--- config.mk ---
export PLATFORM = sky130hd
export DESIGN_NAME = prach_uplane_packer
export DESIGN_NICKNAME = d
export VERILOG_FILES = /design/src/rtl/prach_uplane_packer.sv
export SDC_FILE = /design/constraint.sdc
export NUM_CORES = 1
export LEC_CHECK = 0
export CAP_MARGIN = 5
export CORE_MARGIN = 4
export CORE_UTILIZATION = 40
export CTS_CLUSTER_DIAMETER = 50
export CTS_CLUSTER_SIZE = 16
export DETAILED_ROUTE_END_ITERATION = 12
export GPL_TIMING_DRIVEN = 1
export MAX_ROUTING_LAYER = met4
export PLACE_DENSITY = 0.82
export SLEW_MARGIN = 20
export SYNTH_ARGS = -nofsm -noshare
export SYNTH_HDL_FRONTEND = slang
export SYNTH_SLANG_ARGS = --single-unit
--- constraint.sdc ---
create_clock -name clk_eth_xran -period 2.2 [get_ports clk_eth_xran]
set_input_delay 0.44 -clock clk_eth_xran [delete_from_list [all_inputs] [get_ports clk_eth_xran]]
set_output_delay 0.44 -clock clk_eth_xran [all_outputs]
set_load 0.05 [all_outputs]
--- src/rtl/prach_uplane_packer.sv ---
// PRACH U-plane packer: packs four 32-bit IQ samples per 128-bit Avalon-ST beat
// and drives the per-packet O-RAN/eCPRI sideband fields from one section header.
//
// state | meaning
// IDLE  | waiting for a section header; hdr_ready=1, din_ready=0
// DATA  | collecting samples and emitting beats until the EOP beat is accepted
module prach_uplane_packer (
    input  logic         clk_eth_xran,
    input  logic         rst_eth_xran,
    input  logic         hdr_valid,
    output logic         hdr_ready,
    input  logic [15:0]  hdr_pc_id,
    input  logic [3:0]   hdr_filterIndex,
    input  logic [7:0]   hdr_frameId,
    input  logic [3:0]   hdr_subframeId,
    input  logic [5:0]   hdr_slotId,
    input  logic [5:0]   hdr_symbolId,
    input  logic [11:0]  hdr_sectionId,
    input  logic [9:0]   hdr_startPrb,
    input  logic [7:0]   hdr_numPrb,
    input  logic [7:0]   hdr_udCompHdr,
    input  logic         din_valid,
    output logic         din_ready,
    input  logic [31:0]  din_data,
    output logic [127:0] avst_source_u_data,
    output logic         avst_source_u_valid,
    output logic         avst_source_u_startofpacket,
    output logic         avst_source_u_endofpacket,
    input  logic         avst_source_u_ready,
    output logic [15:0]  tx_u_size,
    output logic [15:0]  tx_u_pc_id,
    output logic [15:0]  tx_u_seq_id,
    output logic         tx_u_dataDirection,
    output logic [2:0]   tx_u_payloadVersion,
    output logic [3:0]   tx_u_filterIndex,
    output logic [7:0]   tx_u_frameId,
    output logic [3:0]   tx_u_subframeId,
    output logic [5:0]   tx_u_slotID,
    output logic [5:0]   tx_u_symbolid,
    output logic [11:0]  tx_u_sectionId,
    output logic         tx_u_rb,
    output logic         tx_u_symInc,
    output logic [9:0]   tx_u_startPrb,
    output logic [7:0]   tx_u_numPrb,
    output logic [7:0]   tx_u_udCompHdr
);

    typedef enum logic {IDLE = 1'b0, DATA = 1'b1} state_t;

    state_t      state;
    state_t      state_nxt;
    logic [11:0] samples_left;
    logic [1:0]  pack_cnt;
    logic [95:0] pack_reg;
    logic        first_beat;
    logic [7:0]  seq_cnt;
    logic        hdr_fire;
    logic        din_fire;
    logic        out_fire;
    logic        eop_fire;

    assign hdr_fire = hdr_valid & hdr_ready;
    assign din_fire = din_valid & din_ready;
    assign out_fire = avst_source_u_valid & avst_source_u_ready;
    assign eop_fire = out_fire & avst_source_u_endofpacket;

    assign tx_u_dataDirection  = 1'b0;
    assign tx_u_payloadVersion = 3'd1;
    assign tx_u_rb             = 1'b0;
    assign tx_u_symInc         = 1'b0;
    // E-bit set, subsequence 0
    assign tx_u_seq_id         = {seq_cnt, 8'h80};

    // State register
    always_ff @(posedge clk_eth_xran) begin
        if (rst_eth_xran) state <= IDLE;
        else              state <= state_nxt;
    end

    // Next-state logic; a zero-PRB header is consumed without leaving IDLE
    always_comb begin
        state_nxt = state;
        case (state)
            IDLE: if (hdr_valid && hdr_numPrb != 8'd0) state_nxt = DATA;
            DATA: if (eop_fire) state_nxt = IDLE;
            default: state_nxt = IDLE;
        endcase
    end

    // Handshake outputs; the 4th sample waits until the output register can take the beat
    always_comb begin
        hdr_ready = 1'b0;
        din_ready = 1'b0;
        case (state)
            IDLE: hdr_ready = 1'b1;
            DATA: din_ready = (samples_left != 12'd0) &&
                              (pack_cnt != 2'd3 || !avst_source_u_valid || avst_source_u_ready);
            default: ;
        endcase
    end

    // Sideband capture on header accept; fields hold until the next accepted header
    always_ff @(posedge clk_eth_xran) begin
        if (rst_eth_xran) begin
            tx_u_size        <= '0;
            tx_u_pc_id       <= '0;
            tx_u_filterIndex <= '0;
            tx_u_frameId     <= '0;
            tx_u_subframeId  <= '0;
            tx_u_slotID      <= '0;
            tx_u_symbolid    <= '0;
            tx_u_sectionId   <= '0;
            tx_u_startPrb    <= '0;
            tx_u_numPrb      <= '0;
            tx_u_udCompHdr   <= '0;
        end else if (hdr_fire && hdr_numPrb != 8'd0) begin
            tx_u_size        <= 16'(hdr_numPrb) * 16'd48;
            tx_u_pc_id       <= hdr_pc_id;
            tx_u_filterIndex <= hdr_filterIndex;
            tx_u_frameId     <= hdr_frameId;
            tx_u_subframeId  <= hdr_subframeId;
            tx_u_slotID      <= hdr_slotId;
            tx_u_symbolid    <= hdr_symbolId;
            tx_u_sectionId   <= hdr_sectionId;
            tx_u_startPrb    <= hdr_startPrb;
            tx_u_numPrb      <= hdr_numPrb;
            tx_u_udCompHdr   <= hdr_udCompHdr;
        end
    end

    // Sample packing (first sample in the MSBs) and output beat register
    always_ff @(posedge clk_eth_xran) begin
        if (rst_eth_xran) begin
            samples_left                <= '0;
            pack_cnt                    <= '0;
            pack_reg                    <= '0;
            first_beat                  <= 1'b0;
            avst_source_u_data          <= '0;
            avst_source_u_valid         <= 1'b0;
            avst_source_u_startofpacket <= 1'b0;
            avst_source_u_endofpacket   <= 1'b0;
        end else begin
            if (hdr_fire && hdr_numPrb != 8'd0) begin
                samples_left <= 12'(hdr_numPrb) * 12'd12;
                pack_cnt     <= '0;
                first_beat   <= 1'b1;
            end
            if (din_fire) begin
                samples_left <= samples_left - 12'd1;
                pack_cnt     <= pack_cnt + 2'd1;
                case (pack_cnt)
                    2'd0:    pack_reg[95:64] <= din_data;
                    2'd1:    pack_reg[63:32] <= din_data;
                    2'd2:    pack_reg[31:0]  <= din_data;
                    default: ;
                endcase
            end
            // A reload in the same cycle as an output accept takes priority: no bubble
            if (din_fire && pack_cnt == 2'd3) begin
                avst_source_u_data          <= {pack_reg, din_data};
                avst_source_u_valid         <= 1'b1;
                avst_source_u_startofpacket <= first_beat;
                avst_source_u_endofpacket   <= (samples_left == 12'd1);
                first_beat                  <= 1'b0;
            end else if (out_fire) begin
                avst_source_u_valid         <= 1'b0;
                avst_source_u_startofpacket <= 1'b0;
                avst_source_u_endofpacket   <= 1'b0;
            end
        end
    end

    // Packet sequence counter, advanced by each accepted EOP beat
    always_ff @(posedge clk_eth_xran) begin
        if (rst_eth_xran)  seq_cnt <= '0;
        else if (eop_fire) seq_cnt <= seq_cnt + 8'd1;
    end

endmodule

# --- After elaboration in Yosys (flattened, before gate mapping) ---
# Cells that the tools add are included.
word_totals:
  regBits: 343
  input_bits: 119
  out_inout_bits: 253
  word_cells: 67
op_classes:
  addsub: 3
  multipliers: 2
  n_eq_ne: 5
  n_mux: 13
  bitwise_logic: 5
  reduce_logical: 16
op_table:
  columns: ["op", "count"]
  rows:
  - ["$mux W12", 2]
  - ["$mul A8 B2 Y10 const B", 2]
  - ["$eq A12 B1 Y1 const B", 1]
  - ["$reduce_bool A12 Y1", 1]
  - ["$sub A12 B1 Y12 const B", 1]
  - ["$add A8 B1 Y8 const B", 1]
  - ["$mux W1", 8]
  - ["$reduce_bool A8 Y1", 1]
  - ["$reduce_and A2 Y1", 3]
  - ["$and A1 B1 Y1", 4]
  - ["$eq A2 B2 Y1 const B", 2]
  - ["$logic_and A1 B1 Y1", 4]
  - ["$mux W2", 2]
  - ["$reduce_bool A2 Y1", 2]
  - ["$add A2 B1 Y2 const B", 1]
  - ["$eq A2 B1 Y1 const B", 1]
  - ["$logic_not A2 Y1", 1]
  - ["$logic_or A1 B1 Y1", 2]
  - ["$ne A2 B2 Y1 const B", 1]
  - ["$pmux W1 S2", 1]
  - ["$reduce_or A2 Y1", 1]
  - ["$logic_not A1 Y1", 1]
  - ["$not A1 Y1", 1]

# --- Logic depth before layout (Yosys ltp) ---
# Gate-level depths: netlist of run 1.
depth:
  word_depth: 8
  mapped_depth: 10
  ltp_nobuf: 7

# --- Least setup slack after synthesis of run 1 ---
# No wires, ideal clock.
synth_timing:
  kind: "register -> output"
  startpoint: "reg samples_left[2]"
  endpoint: "out din_ready"
  arrival_ns: 1.986
  path_slack_ns: -0.226
  stages_incl_launch_ff: 6
  path_buffers: 2
  cell_sequence: "dfxtp_1 > or4_1 > buf_2 > or4_4 > buf_2 > and3_1"
synth_via:
  elab_chain_cells: 3
synth_lines:
  columns: ["item", "line_no", "text"]
  rows:
  - ["start, declared", "52", "logic [11:0] samples_left;"]
  - ["start signal, assigned", "144", "samples_left <= 12'(hdr_numPrb) * 12'd12;"]
  - ["start signal, assigned", "149", "samples_left <= samples_left - 12'd1;"]
  - ["$reduce_bool A12 Y1", "96", "DATA: din_ready = (samples_left != 12'd0) &&"]
  - ["$logic_and A1 B1 Y1", "96", null]
  - ["$mux W1", "94", "case (state)"]
  - ["end, declared", "23", "output logic din_ready,"]
# Every way passes these cells.

# --- Final worst setup path of run 1 ---
layout_timing:
  startpoint: "reg samples_left[6]"
  endpoint: "out din_ready"
# Same word-level chain as after synthesis.

==> reports/metrics.yaml, run 1 <==
outcome:
  status: "complete, but fails checks"
  violations: "negative setup slack"
power:
  power_density_mw_per_mm2: 732
  leakagePower_nw: 7.02
  peakVddDrop_v: 0.000668
timing:
  period_share: 1.21
  skew_ns: 0.0222
  worstMarginPinSlew_ns: 0.849
  relSlewSlack: 0.434
  drv_slew: 0
  hold_ws_ns: 0.390
  final_hold_viol_count: 0
  min_period_ns: 2.66
  finalSetupViolations: 240
  fmax_ghz: 0.376
  setup_ws_ns: -0.456
  rsz0062_at_grt: "true"
finish:
  area_growth_pct: 52.8
  final_nets: 2156
  drive_gt1_frac: 0.158
  fillers: 2473
  largest_reg_flops: 128
  stdcell_count: 2437
  finish.utilization: 0.619
setup_path:
  crit_chain: "or4_4 -> or4_4 -> and3_4 -> buf_6"
  crit_path_end_kind: "primary output"
  crit_type: "flip-flop to primary output"
  worstPathRequired_ns: 1.76
  cp_max_fo: 2
  crit_arrival_ns: 2.22
  critPathSlowestCell: "or4_4"
  cp_slowest_stage_delay_ns: 0.53
  cpMostUsedCell: "or4_4"
  start_kind: "flip-flop"
detailed_routing:
  vias: 12800
  wl_mm: 43.9
  drt-initial-drc-count: 793
  wl_per_cell_um: 18.0
  detail_route.vias_per_cell: 5.24
  drtAntennaViolNets: 0
  firstDrtPassIters: 5
  drcViolationCount: 0
clock_network:
  worstSkewPairLatency_ns: 0.51
  ctsRootBufferMaster: "clkbuf_16"
  cts_buffer_depth: 3
  clk_pin_slew_ns: 0.06
  cts_tree: "built"
  ctsHtreeMaxLevel: 2
  cts.sinks: 342
  cts_buffers: 34
yosys:
  synth_common_cells: "nand2_1 (640), dfxtp_1 (342), a21oi_1 (332)"
  synth_edf_count: 0
  synth_ff_type: "dfxtp_1"
  syn-cell-area_mm2: 0.0128
  yosysTopAreaCellShare: 0.537
  synth.most_common_cell: "nand2_1"
  ys_seq_elements: 342
  synth_warnings: 0
  async_flop_share: 0
  synthCells: 1606
  ys_seq_area_frac: 0.537
  synth_cell_types: 47
  synthTopCellsByArea: "dfxtp_1 (54%), nand2_1 (19%), a21oi_1 (13%)"
  syn_avg_cell_area_um2: 7.94
  yosysTopAreaCell: "dfxtp_1"
placed_design:
  place.gp.congestion: 0.864
  portBuffers: 351
  hpwl_mm: 27.2
  place_inst: 2328
global_route:
  grt_first_pass_wirelength_mm: 65.8
  track_usage: 0.235
  grt_max_degree: 108
  antenna_found_initial: 2
  grt_pass1_vias: 12300
  grt-ovfl-total: 0
floorplan:
  fp.coreArea_mm2: 0.0315
  start_util: 0.405
  rows: 65
  die_w_um: 187
  pin_count: 372
  die_h_um: 187
  die-area_mm2: 0.0348
job:
  drv_cap: 0
hold_path:
  hold_path_class: "primary input to flip-flop"
## metal layers
layer / track usage / vias to the layer above / wire length, µm
li1: - / 6031 / -
met1: 0.271 / 6089 / 16900
met2: 0.407 / 571 / 21900
met3: 0.0602 / 81 / 3840
met4: 0.0685 / 0 / 1200
met5: - / - / 0
## cells by family after synthesis
group                    count (synthesis)  synth area share
adder cells (fa/ha/maj)                 22            0.0222
AND/OR/NAND/NOR                        716             0.223
XOR/XNOR                                10           0.00687
other                                    2          0.000589
AO/OA/AOI/OAI                          363             0.147
multiplexers                             3           0.00255
buffers and inverters                  148            0.0607
flip-flops                             342             0.537
## layout make-up
type | count | area [µm²] | area share
multi-input combinational | 1136 | 5660 | 0.290
clock inverter | 13 | 153 | 0.00783
sequential | 342 | 6850 | 0.352
inverter | 14 | 52.6 | 0.00270
antenna | 2 | 5.00 | 0.000257
timing repair buffer | 487 | 5320 | 0.273
tap | 402 | 503 | 0.0258
clock buffer | 41 | 938 | 0.0482
## cell usage in the layout, fill, tap and decap left out, types with 13 or more instances in the layout
cell / count
a21oi_1: 280
buf_6: 17
clkbuf_16: 44
nand3_1: 13
buf_12: 31
nand2_2: 33
inv_1: 14
buf_4: 82
ha_1: 21
dfxtp_1: 338
nor2_1: 17
conb_1: 20
a21oi_2: 52
clkdlybuf4s50_1: 332
nand2_1: 606
## worst max-delay path: cells and delay by family (launching register included)
| family | cells | cell delay (ns) |
|---|---|---|
| buffers and inverters | 1 | 0.15 |
| flip-flops | 1 | 0.32 |
| AND/OR/NAND/NOR | 3 | 1.23 |
## power breakdown
group | internal [mW] | leakage (nW) | switching [mW] | total [mW]
logic | 0.847 | 3.71 | 1.24 | 2.09
clock network | 3.21 | 0.531 | 2.50 | 5.71
registers | 6.36 | 2.77 | 0.105 | 6.46
total | 10.4 | 7.02 | 3.85 | 14.3
## worst paths after layout
path                                          to                         start  cells past startpoint  slack (ns)
max                                    din_ready  samples_left[6]$_SDFFE_PP0P_                      4       -0.46
min                      seq_cnt[5]$_SDFFE_PP0P_                  rst_eth_xran                      2        0.39
max reg2reg            pack_reg[76]$_SDFFE_PP0P_  samples_left[6]$_SDFFE_PP0P_                     11       -0.39
min reg2reg  avst_source_u_data[44]$_SDFFE_PP0P_     pack_reg[12]$_SDFFE_PP0P_                      2        0.44
## repair_timing
action,in CTS,in global routing
hold buffers,0,0
cloned,16,11
setup endpoints to repair,163,256
gates resized for setup,42,124
buffers inserted,16,21
pin swaps,10,71
## per-stage QoR
step	total power [mW]	instance area [µm²]	worst slack (ns)	TNS, ns
after global placement	8.40	17000	-0.546	-34.79
final	14.3	19500	-0.456	-66.34
after floorplan	7.64	12900	-0.00137	-0.00137
after CTS	14.3	18900	-0.496	-34.42
after global routing	14.8	19500	-0.487	-78.19
after detailed placement	8.44	17000	-0.606	-45.54
(Power assumes the default switching activity.)
==> run 2: changes to the inputs <==
CELL_PAD_IN_SITES_DETAIL_PLACEMENT = 2   (was unset)
CELL_PAD_IN_SITES_GLOBAL_PLACEMENT = 2   (was unset)
CORE_UTILIZATION = 24   (was 40)
PLACE_DENSITY = 0.86   (was 0.82)
==> reports/metrics.yaml, run 2 (synthesis results as in run 1) <==
finish:
  stdcell_count: 2762
  drive_gt1_frac: 0.186
  antenna_cells: 0
  area_growth_pct: 62.0
  largest_reg_flops: 128
  final_nets: 2179
  multiInputGateArea_mm2: 0.00574
  fillers: 5662
  finish.utilization: 0.393
  seq_area_mm2: 0.00685
  final_cell_mix: "nand2_1 (601), dfxtp_1 (339), clkdlybuf4s50_1 (331)"
  layout_commonest_cell: "nand2_1"
detailed_routing:
  detail_route.vias_per_cell: 4.88
  drtAntennaViolNets: 0
  wl_mm: 66.3
  wl_per_cell_um: 24.0
  firstDrtPassIters: 5
  drcViolationCount: 0
  drt-initial-drc-count: 668
  vias: 13500
power:
  p_sw_frac: 0.280
  power_density_mw_per_mm2: 810
  peakVddDrop_v: 0.000577
  power_frac_seq: 0.387
  total_power_mw: 16.7
  comb_power_share: 0.127
  power.share.clock: 0.486
  switchingPower_mw: 4.68
  leakagePower_nw: 7.41
  intPower_mw: 12.0
timing:
  skew_ns: 0.0307
  drv_slew: 0
  worstMarginPinSlew_ns: 0.662
  relSlewSlack: 0.559
  setup_ws_ns: -0.492
  fin_setup_tns_ns: -45.13
  final_hold_viol_count: 0
  rsz0062_at_grt: "true"
  finalSetupViolations: 308
  min_period_ns: 2.69
  period_share: 1.22
  fmax_ghz: 0.372
clock_network:
  worstSkewPairLatency_ns: 0.58
  ctsHtreeMaxLevel: 2
  ctsRootBufferMaster: "clkbuf_16"
  cts_tree: "built"
  cts_buffers: 47
  cts.sinks: 342
  clk_pin_slew_ns: 0.05
  cts_buffer_depth: 3
setup_path:
  cpMostUsedCell: "or4_4"
  crit_arrival_ns: 2.25
  critPathSlowestCell: "or4_4"
  cp_slowest_stage_delay_ns: 0.53
  cp-endpoint: "din_ready"
  worst-path-stages: 4
  r2r_end: "avst_source_u_data[38]$_SDFFE_PP0P_"
  crit_chain: "or4_4 -> or4_4 -> and3_4 -> buf_8"
  cp_max_fo: 2
  rr_startpoint: "samples_left[6]$_SDFFE_PP0P_"
  start_kind: "flip-flop"
  reg2reg_slack_ns: -0.34
  startpoint: "samples_left[6]$_SDFFE_PP0P_"
  path_buf_inv: 1
  cp_top_family: "simple AND/OR/NAND/NOR gates"
  worstPathRequired_ns: 1.76
  reg2reg_depth: 9
  crit_type: "flip-flop to primary output"
  crit_path_end_kind: "primary output"
floorplan:
  die_h_um: 239
  pin_count: 372
  rows: 84
  die-area_mm2: 0.0569
  start_util: 0.243
  die_w_um: 239
  fp.coreArea_mm2: 0.0526
hold_path:
  hold_path_class: "primary input to flip-flop"
placed_design:
  hpwl_mm: 37.0
  place.gp.congestion: 0.849
  pre_cts_ws_ns: -0.726
  portBuffers: 351
  place_inst: 2624
outcome:
  status: "complete, but fails checks"
  violations: "negative setup slack"
global_route:
  grt-ovfl-total: 0
  grt_max_degree: 79
  grt_first_pass_wirelength_mm: 86.5
  antenna_found_initial: 0
  track_usage: 0.198
  grt_pass1_vias: 14600
job:
  drv_cap: 0
==> run 2: cell types whose count changed in the layout (fill, tap and decap cells not counted), moves of 5 or more <==
| cell | change |
|---|---|
| buf_4 | +7 |
| clkinv_2 | +10 |
| a21oi_1 | -16 |
| nand2_2 | +6 |
| nand2_1 | -5 |
| a21oi_2 | +16 |
| buf_6 | -10 |
| buf_16 | -5 |
| clkbuf_16 | +28 |
==> run 2: how the worst min path moves through the flow <==
stage                                                 to                      start  cells after the start  slack, ns
finish                           seq_cnt[0]$_SDFFE_PP0P_               rst_eth_xran                      2       0.36
CTS                              seq_cnt[0]$_SDFFE_PP0P_               rst_eth_xran                      2       0.33
global placement     avst_source_u_data[64]$_SDFFE_PP0P_  pack_reg[32]$_SDFFE_PP0P_                      2       0.44
global route                  tx_u_pc_id[1]$_SDFFE_PP0P_               rst_eth_xran                      2       0.38
detailed placement   avst_source_u_data[92]$_SDFFE_PP0P_  pack_reg[60]$_SDFFE_PP0P_                      2       0.45
floorplan           avst_source_u_data[100]$_SDFFE_PP0P_  pack_reg[68]$_SDFFE_PP0P_                      2       0.43
==> run 2: area by class of cell <==
cell class / instances / share of cell area
Sequential cell: 342 / 0.332
Timing Repair Buffer: 495 / 0.266
Tap cell: 688 / 0.0417
Clock buffer: 55 / 0.0629
Clock inverter: 30 / 0.0171
Inverter: 14 / 0.00254
Multi-Input combinational cell: 1138 / 0.278
==> run 2: worst register-to-register path, stage by stage (launching register included) <==
cell       delay, ns
dfxtp_2         0.31
or4_4           0.53
or4_4           0.50
buf_4           0.16
buf_12          0.15
buf_4           0.16
and3_4          0.25
clkbuf_16       0.18
nand2_1         0.10
a21oi_1         0.10
==> run 2: timing repair <==
| action | 4_1_cts | 5_1_grt |
|---|---|---|
| pin swaps | 7 | 71 |
| buffers inserted | 6 | 11 |
| hold buffers | 0 | 0 |
| resized for setup | 30 | 147 |
| endpoints found under the setup margin | 383 | 441 |
| gates cloned | 10 | 29 |
==> run 2: through the flow <==
stage / instance area [µm²] / hold WS (ns)
CTS: 19500 / 0.335
finish: 20700 / 0.361
global placement: 17500 / 0.438
detailed placement: 17500 / 0.448
global route: 20700 / 0.382
floorplan: 12900 / 0.432
==> run 2: power by group through the flow <==
stage                     registers (mW)  clock network, mW  logic, mW
final                               6.47               8.12       2.13
after CTS                           6.47               8.19       2.03
after global placement              6.58                  0       1.88
after global routing                6.49               8.58       2.25
after detailed placement            6.60                  0       1.95
after floorplan                     6.95                  0      0.696
==> run 2: layer usage <==
metal / vias to the layer above / wire (µm) / track usage
li1: 6088 / - / -
met2: 477 / 34500 / 0.349
met5: - / 0 / -
met4: 0 / 1860 / 0.0487
met1: 6795 / 25000 / 0.217
met3: 129 / 4950 / 0.0639
==> run 3: changes to the inputs <==
MAX_ROUTING_LAYER = unset   (was met4)
==> reports/metrics.yaml, run 3 (synthesis results as in run 1) <==
outcome:
  status: "complete, but fails checks"
  violations: "negative setup slack"
clock_network:
  cts_buffer_depth: 3
  worstSkewPairLatency_ns: 0.59
  cts_tree: "built"
  ctsHtreeMaxLevel: 2
  clk_pin_slew_ns: 0.06
  cts_buffers: 44
  ctsRootBufferMaster: "clkbuf_16"
  cts.sinks: 342
  cts_hold_buf: 0
timing:
  relSlewSlack: 0.492
  finalSetupViolations: 318
  fmax_ghz: 0.371
  worstMarginPinSlew_ns: 0.762
  rsz0062_at_grt: "true"
  period_share: 1.23
  final_hold_viol_count: 0
  skew_ns: 0.0428
  setup_ws_ns: -0.497
  min_period_ns: 2.70
  drv_slew: 0
finish:
  final_cell_mix: "nand2_1 (593), dfxtp_1 (339), clkdlybuf4s50_1 (333)"
  final_nets: 2180
  area_growth_pct: 63.3
  antenna_cells: 0
  drive_gt1_frac: 0.213
  finish.utilization: 0.396
  final_area_mm2: 0.0208
  layout_commonest_cell: "nand2_1"
  largest_reg_flops: 128
floorplan:
  pin_count: 372
  die_h_um: 239
  start_util: 0.243
  fp.coreArea_mm2: 0.0526
  rows: 84
  die-area_mm2: 0.0569
  die_w_um: 239
placed_design:
  portBuffers: 351
  hpwl_mm: 37.5
  post_dp_cell_area_mm2: 0.0175
  place.gp.congestion: 0.827
power:
  leakagePower_nw: 7.39
  power_density_mw_per_mm2: 795
  peakVddDrop_v: 0.000576
global_route:
  grt-ovfl-total: 0
  antenna_found_initial: 0
  grt_pass1_vias: 14700
  track_usage: 0.198
  grt_first_pass_wirelength_mm: 88.4
  grt_max_degree: 92
setup_path:
  crit_type: "flip-flop to primary output"
  start_kind: "flip-flop"
  worstPathRequired_ns: 1.76
  reg2reg_slack_ns: -0.38
  reg2reg_depth: 9
  crit_arrival_ns: 2.26
  cp_max_fo: 2
  crit_path_end_kind: "primary output"
hold_path:
  min_path_cells: 2
  hold_path_class: "primary input to flip-flop"
detailed_routing:
  wl_mm: 68.0
  detail_route.vias_per_cell: 4.92
  drtAntennaViolNets: 0
  drt-initial-drc-count: 502
  vias: 13600
  firstDrtPassIters: 5
  drcViolationCount: 0
  wl_per_cell_um: 24.6
job:
  drv_cap: 0
==> run 3: changes by cell type in the layout (fill, tap and decap cells not counted), sizes merged <==
cell / change
buf: +7
clkinvlp: +2
clkinv: -7
bufbuf: +1
and3: -1
clkdlybuf4s50: +2
dlygate4sd2: -2
clkbuf: -7
inv: +5
==> run 3: repair_timing <==
action	in CTS	in global routing
setup buffers	10	12
gates resized for setup	60	176
cloned	12	25
pin swaps	33	93
setup endpoints to repair	391	456
==> run 3: power breakdown <==
| part | internal, mW | switching (mW) | total [mW] | leakage (nW) |
|---|---|---|---|---|
| clock network | 4.64 | 3.29 | 7.94 | 0.775 |
| logic | 0.799 | 1.35 | 2.15 | 3.84 |
| registers | 6.36 | 0.113 | 6.47 | 2.77 |
==> run 3: critical path, cell delays in order (launching register included) <==
cell and delay, ns:
dfxtp_2 0.32, or4_4 0.53, or4_4 0.51, and3_4 0.19, buf_6 0.14
==> run 3: area by class of cell <==
type                       count  area (µm²)
sequential                   342        6850
multi-input combinational   1137        5920
clock inverter                30         370
timing repair buffer         500        5570
tap                          688         861
fill                        5686       31700
clock buffer                  51        1210
inverter                      14        52.6
==> run 3: stage by stage <==
stage               setup TNS (ns)  cells  setup WS (ns)  power, mW  hold WS (ns)
floorplan                 -0.00137   1624       -0.00137       7.64         0.432
global placement            -49.14   2627         -0.570       8.47         0.435
detailed placement          -72.89   2627         -0.693       8.57         0.447
CTS                         -53.00   2730         -0.550       16.5         0.352
global route                -77.04   2762         -0.553       17.1         0.410
finish                      -55.83   2762         -0.497       16.6         0.376
==> run 3: worst paths after layout <==
| kind | startpoint | endpoint |
|---|---|---|
| max | samples_left[6]$_SDFFE_PP0P_ | din_ready |
| min | rst_eth_xran | tx_u_size[7]$_SDFFE_PP0P_ |
| max reg2reg | samples_left[6]$_SDFFE_PP0P_ | avst_source_u_data[77]$_SDFFE_PP0P_ |
| min reg2reg | pack_reg[59]$_SDFFE_PP0P_ | avst_source_u_data[91]$_SDFFE_PP0P_ |
==> run 3: layer usage <==
metal | global-route usage | share of wire | vias to the layer above
li1 | - | - | 6081
met1 | 0.225 | 0.38 | 6862
met2 | 0.359 | 0.51 | 490
met3 | 0.0636 | 0.070 | 153
met4 | 0.0524 | 0.035 | 0
met5 | 0 | 0 | -
